`src/rtl/dmem_cache.sv`:
```
// dmem_cache: direct-mapped, write-through, write-allocate data cache.
// Optional hit/miss/write counters: define DMEM_CACHE_STATS_EN.
module dmem_cache #(
  parameter int ADDR_W     = 32,
  parameter int DATA_W     = 32,
  parameter int INDEX_BITS = 6
) (
  input  logic              clk,
  input  logic              reset,
  input  logic              cpu_req,
  input  logic              cpu_we,
  input  logic [ADDR_W-1:0] cpu_addr,
  input  logic [DATA_W-1:0] cpu_wdata,
  output logic [DATA_W-1:0] cpu_rdata,
  output logic              cpu_ready,
  output logic              mem_req,
  output logic              mem_we,
  output logic [ADDR_W-1:0] mem_addr,
  output logic [DATA_W-1:0] mem_wdata,
  input  logic [DATA_W-1:0] mem_rdata,
  input  logic              mem_ack
`ifdef DMEM_CACHE_STATS_EN
  ,
  output logic [31:0]       rd_hit_cnt,
  output logic [31:0]       rd_miss_cnt,
  output logic [31:0]       wr_cnt
`endif
);

  localparam int TAG_W = ADDR_W - INDEX_BITS - 2;
  localparam int LINES = 1 << INDEX_BITS;

  typedef enum logic [1:0] {
    S_IDLE,
    S_RD_MISS,
    S_WR_THRU
  } state_t;

  state_t state_q;

  logic [LINES-1:0]  valid_q;
  logic [TAG_W-1:0]  tag_q  [LINES];
  logic [DATA_W-1:0] data_q [LINES];

  logic              cpu_ready_q;
  logic [DATA_W-1:0] cpu_rdata_q;
  logic              mem_req_q;
  logic              mem_we_q;
  logic [ADDR_W-1:0] mem_addr_q;
  logic [DATA_W-1:0] mem_wdata_q;

  logic [INDEX_BITS-1:0] req_idx;
  logic [TAG_W-1:0]      req_tag;
  logic [INDEX_BITS-1:0] fill_idx;
  logic [TAG_W-1:0]      fill_tag;
  logic [ADDR_W-1:0]     req_addr_d;
  logic                  hit;
  logic                  accept;

  logic                  arr_we;
  logic [INDEX_BITS-1:0] arr_idx;
  logic [TAG_W-1:0]      arr_tag;
  logic [DATA_W-1:0]     arr_data;

  // byte-offset bits play no part in a word cache
  logic unused_addr_bits;
  assign unused_addr_bits = ^cpu_addr[1:0];

  assign req_idx    = cpu_addr[INDEX_BITS+1:2];
  assign req_tag    = cpu_addr[ADDR_W-1:INDEX_BITS+2];
  assign req_addr_d = {cpu_addr[ADDR_W-1:2], 2'b00};

  // a pending miss is refilled from the address it sent to memory
  assign fill_idx = mem_addr_q[INDEX_BITS+1:2];
  assign fill_tag = mem_addr_q[ADDR_W-1:INDEX_BITS+2];

  assign hit = valid_q[req_idx] && (tag_q[req_idx] == req_tag);

  // cpu_ready_q high means the last completion is still showing
  assign accept = (state_q == S_IDLE) && cpu_req && !cpu_ready_q;

  // line update source: write allocate at accept, refill on miss ack
  always_comb begin
    arr_we   = 1'b0;
    arr_idx  = req_idx;
    arr_tag  = req_tag;
    arr_data = cpu_wdata;
    if (accept && cpu_we) begin
      arr_we = 1'b1;
    end else if (state_q == S_RD_MISS && mem_ack) begin
      arr_we   = 1'b1;
      arr_idx  = fill_idx;
      arr_tag  = fill_tag;
      arr_data = mem_rdata;
    end
  end

  // tag/data storage, no reset; VALID guards stale contents
  always_ff @(posedge clk) begin
    if (arr_we && !reset) begin
      tag_q[arr_idx]  <= arr_tag;
      data_q[arr_idx] <= arr_data;
    end
  end

  // control FSM with registered CPU and memory-side outputs
  always_ff @(posedge clk or posedge reset) begin
    if (reset) begin
      state_q     <= S_IDLE;
      valid_q     <= '0;
      cpu_ready_q <= 1'b0;
      cpu_rdata_q <= '0;
      mem_req_q   <= 1'b0;
      mem_we_q    <= 1'b0;
      mem_addr_q  <= '0;
      mem_wdata_q <= '0;
    end else begin
      cpu_ready_q <= 1'b0;
      if (arr_we) begin
        valid_q[arr_idx] <= 1'b1;
      end
      unique case (state_q)
        S_IDLE: begin
          if (accept) begin
            if (cpu_we) begin
              mem_req_q   <= 1'b1;
              mem_we_q    <= 1'b1;
              mem_addr_q  <= req_addr_d;
              mem_wdata_q <= cpu_wdata;
              state_q     <= S_WR_THRU;
            end else if (hit) begin
              cpu_rdata_q <= data_q[req_idx];
              cpu_ready_q <= 1'b1;
            end else begin
              mem_req_q  <= 1'b1;
              mem_we_q   <= 1'b0;
              mem_addr_q <= req_addr_d;
              state_q    <= S_RD_MISS;
            end
          end
        end
        S_RD_MISS: begin
          if (mem_ack) begin
            cpu_rdata_q <= mem_rdata;
            cpu_ready_q <= 1'b1;
            mem_req_q   <= 1'b0;
            state_q     <= S_IDLE;
          end
        end
        S_WR_THRU: begin
          if (mem_ack) begin
            cpu_ready_q <= 1'b1;
            mem_req_q   <= 1'b0;
            mem_we_q    <= 1'b0;
            state_q     <= S_IDLE;
          end
        end
        default: begin
          state_q <= S_IDLE;
        end
      endcase
    end
  end

  assign cpu_ready = cpu_ready_q;
  assign cpu_rdata = cpu_rdata_q;
  assign mem_req   = mem_req_q;
  assign mem_we    = mem_we_q;
  assign mem_addr  = mem_addr_q;
  assign mem_wdata = mem_wdata_q;

`ifdef DMEM_CACHE_STATS_EN
  logic [31:0] hit_cnt_q;
  logic [31:0] miss_cnt_q;
  logic [31:0] wr_cnt_q;
  logic        ev_hit;
  logic        ev_miss;
  logic        ev_wr;

  assign ev_hit  = accept && !cpu_we && hit;
  assign ev_miss = accept && !cpu_we && !hit;
  assign ev_wr   = accept && cpu_we;

  // saturating event counters, bumped on the accept edge
  always_ff @(posedge clk or posedge reset) begin
    if (reset) begin
      hit_cnt_q  <= '0;
      miss_cnt_q <= '0;
      wr_cnt_q   <= '0;
    end else begin
      if (ev_hit && hit_cnt_q != 32'hFFFF_FFFF) begin
        hit_cnt_q <= hit_cnt_q + 32'd1;
      end
      if (ev_miss && miss_cnt_q != 32'hFFFF_FFFF) begin
        miss_cnt_q <= miss_cnt_q + 32'd1;
      end
      if (ev_wr && wr_cnt_q != 32'hFFFF_FFFF) begin
        wr_cnt_q <= wr_cnt_q + 32'd1;
      end
    end
  end

  assign rd_hit_cnt  = hit_cnt_q;
  assign rd_miss_cnt = miss_cnt_q;
  assign wr_cnt      = wr_cnt_q;
`endif

endmodule

```
`config.mk`:
```
export PLATFORM = sky130hd
export DESIGN_NAME = dmem_cache
export DESIGN_NICKNAME = d
export VERILOG_FILES = /design/src/rtl/dmem_cache.sv
export SDC_FILE = /design/constraint.sdc
export NUM_CORES = 2
export LEC_CHECK = 0
export CORE_AREA = 4 4 649 651
export DETAILED_ROUTE_END_ITERATION = 6
export DIE_AREA = 0 0 653 655
export GPL_TIMING_DRIVEN = 0
export MAX_ROUTING_LAYER = met4
export PLACE_DENSITY = 0.47
export SYNTH_ARGS = -nofsm -noshare
export SYNTH_HDL_FRONTEND = slang
export SYNTH_SLANG_ARGS = --single-unit
```
`constraint.sdc`:
```
create_clock -name clk -period 14.9 [get_ports clk]
set_input_delay 2.98 -clock clk [delete_from_list [all_inputs] [get_ports clk]]
set_output_delay 2.98 -clock clk [all_outputs]
set_load 0.005 [all_outputs]
```
==> results.toml <==
[run_status]
outcome = "complete, but fails checks"
violations = "capacitance limit, slew limit"

[detailed_routing]
first_iter_violations = 11800
avgViaCountPerCell = 5.88
wl_per_cell_um = 40.9
drtAntennaViolNets = 0
drcViolationCount = 0
drt-pass1-iter-count = 6
vias = 77800
wl_mm = 542

[clock_tree]
cts_root_buffer = "clkbuf_16"
cts.sink_count = 3747
clk_pin_slew_ns = 0.06
clk_latency_ns = 0.99
post_cts_resized = 0
clockBufferDepth = 4
htree_levels = 5
postCtsHoldBufs = 0
cts_tree = "built"
postCtsSetupBuffers = 0
numCtsBuffers = 391

[finish]
fin_nets = 7499
fill_cells = 35700
syn_to_final_growth_pct = 20.1
drive_above_1_share_pct = 30.1

[logic_synthesis]
synth_area_mm2 = 0.145
yosysWarnings = 0
synthArstFlopShare_pct = 4.35
synthFlopType = "edfxtp_1"
synth_common_cells = "3,584 x edfxtp_1, 938 x mux4_2, 318 x mux2i_1, 260 x nand2_1, 163 x dfrtp_1"
synth_area_per_cell_um2 = 22.4
synth_top_area_share_pct = 74.2
synth_edf_count = 3584
synthSimpleGateAreaFrac_pct = 1.73
synth_top_family_by_area = "multiplexers"
synth_adder_area_share_pct = 0.0345
synth_compound_area_share_pct = 1.94
synth_cell_types = 84
ys_seq_area_share_pct = 77.0
yosys.area.top_type = "edfxtp_1"
synth_xor_xnor_area_share_pct = 0.0604
syn_inst = 6469
synth_most_common_cell = "edfxtp_1"
synthTopCellsByArea = "edfxtp_1 74%, mux4_2 15%, dfrtp_1 2.8%, mux2i_1 2.2%, mux2_2 0.85%"
synth_mux_area_share_pct = 17.9
synth_seq_cells = 3747

[placement]
pre_cts_ws_ns = 3.56
port_buffers = 193
place_congestion = 0.876
dp_hpwl_mm = 384

[timing]
fin_crit_ns = 10.97
worst_pin_slew_ns = 1.56
fin_skew_ns = 0.0742
fin_crit_sh_pct = 73.6
hold_viol = 0
rsz0062_at_grt = "no"
holdWs_ns = 0.451
fin_tns_setup_ns = 0
maxSlewViolCount = 33
slew_headroom_pct = -3.79
clock.fmax_mhz = 91.1
setup_ws_ns = 3.93
setup_viol = 0

[critical_path]
end_kind = "flop"
r2r_cells = 14
cp-start-kind = "input pin"
required_ns = 15.71
cp.arrival_ns = 11.78
max_stage_delay_ns = 1.18
cp_cell_sequence = "clkdlybuf4s50_1 -> buf_2 -> nor2_1 -> clkbuf_1 -> clkbuf_1 -> a22oi_1 -> nand3_1 -> nand4_1 -> nor3_1 -> o221ai_1 -> a2111oi_1 -> nand2_1 -> o22ai_4 -> buf_8 -> mux2_4"
critPathKind = "in2reg"
worstPathMaxFanout = 10
slowest_stage = "a2111oi_1"
cpMostUsedCell = "clkbuf_1"

[hold_path]
hold_path_depth = 1
min_path_type = "reg2reg"

[floorplan]
die_area_mm2 = 0.428
ios = 200
start_util_pct = 34.9
core_area_mm2 = 0.415
rows = 237
die_y_um = 655
fp.dieW_um = 653

[power_and_ir_drop]
p_per_area_mw_per_mm2 = 143
vdd_drop_max_mv = 0.0909
power_leakage_nw = 55.8
p_total_w = 0.0250

[grt]
antenna_found_initial = 43
grt_pass1_vias = 75700
grt_overflow = 0
grt_max_degree = 90
grt_pass1_wl_mm = 712
grtUsageTotal_pct = 25.7

[run]
maxCapViolCount = 5
[registers in the layout, summed over array words and instances (netlist names)]
signal and cells:
mem_addr 30, cpu_rdata 32, mem_we 1, data_q 2048
state_q 2, mem_wdata 32, mem_req 1, tag_q 1536
cpu_ready 1, valid_q 64
[worst max-delay path: cells and delay by family]
family / cells / cell delay, ns
AOI/OAI and AO/OA: 4 / 2.49
buffers and inverters: 5 / 3.23
muxes: 1 / 0.32
and+or+nand+nor: 5 / 2.56
[area by class of cell]
type | count | area, um2 | area share (%)
antenna | 27 | 67.6 | 0.0388
buffer | 340 | 1810 | 1.04
clock buffer | 494 | 10600 | 6.07
clock inverter | 221 | 1880 | 1.08
inverter | 23 | 91.3 | 0.0524
multi-input combinational | 2360 | 32200 | 18.5
sequential | 3747 | 112000 | 64.1
tap | 5497 | 6880 | 3.95
timing repair buffer | 531 | 9040 | 5.19
[logic make-up (layout without fill, tap and decap cells)]
family / count (synthesis) / in the layout
DFF: 3747 / 3747
muxes: 1398 / 1398
and+or+nand+nor: 553 / 553
AOI/OAI and AO/OA: 393 / 393
buffers and inverters: 363 / 1609
xor gates and xnor gates: 10 / 10
adders and majority gates: 4 / 4
other: 1 / 29
[per-layer routing]
layer,track usage (%),wire (um),share of wire [%],up-vias
li1,-,-,-,29300
met1,34.3,220000,41,43300
met2,39.3,253000,47,4284
met3,5.67,48800,9.0,948
met4,8.55,20800,3.8,0
met5,-,0,0,-
[power breakdown]
part           total (W)  internal (W)  switching, W
registers         0.0125        0.0123      0.000154
clock network    0.00966       0.00551       0.00415
logic            0.00283       0.00107       0.00176
[placed cells by master (no fill, tap or decap), types with 119 or more instances in the layout]
cell type | Yosys | final
mux4_2 | 938 | 938
clkbuf_1 | 158 | 204
nand2_1 | 260 | 207
clkbuf_16 | 0 | 405
a22oi_1 | 119 | 119
mux2i_1 | 318 | 318
dfrtp_1 | 163 | 163
edfxtp_1 | 3584 | 3584
clkdlybuf4s50_1 | 0 | 193
buf_12 | 0 | 260
[through the flow]
| stage | area (um2) | instances | utilization [%] |
|---|---|---|---|
| 2_1_floorplan | 145000 | 6470 | - |
| 3_3_place_gp | 154000 | 12200 | 37.0 |
| 3_5_place_dp | 162000 | 12500 | 38.9 |
| 4_1_cts | 174000 | 13200 | 41.9 |
| 5_1_grt | 174000 | 13200 | 41.9 |
| 6_report | 174000 | 13200 | 41.9 |
[final timing paths]
check	start	to	slack, ns
worst max-delay path	cpu_addr[4]	cpu_rdata[28]$_DFFE_PP0P_	3.93
worst min-delay path	valid_q[57]$_DFFE_PP0N_	valid_q[57]$_DFFE_PP0N_	0.45
worst max register to register	state_q[0]$_DFFE_PP0P_	data_q[0][3]$_DFFE_PP_	8.59
worst min register to register	valid_q[57]$_DFFE_PP0N_	valid_q[57]$_DFFE_PP0N_	0.45
max in group asynchronous	reset	mem_addr[25]$_DFFE_PP0P_	11.60
min in group asynchronous	reset	cpu_rdata[28]$_DFFE_PP0P_	2.42
Note: power is estimated with default switching activity, not from simulation.
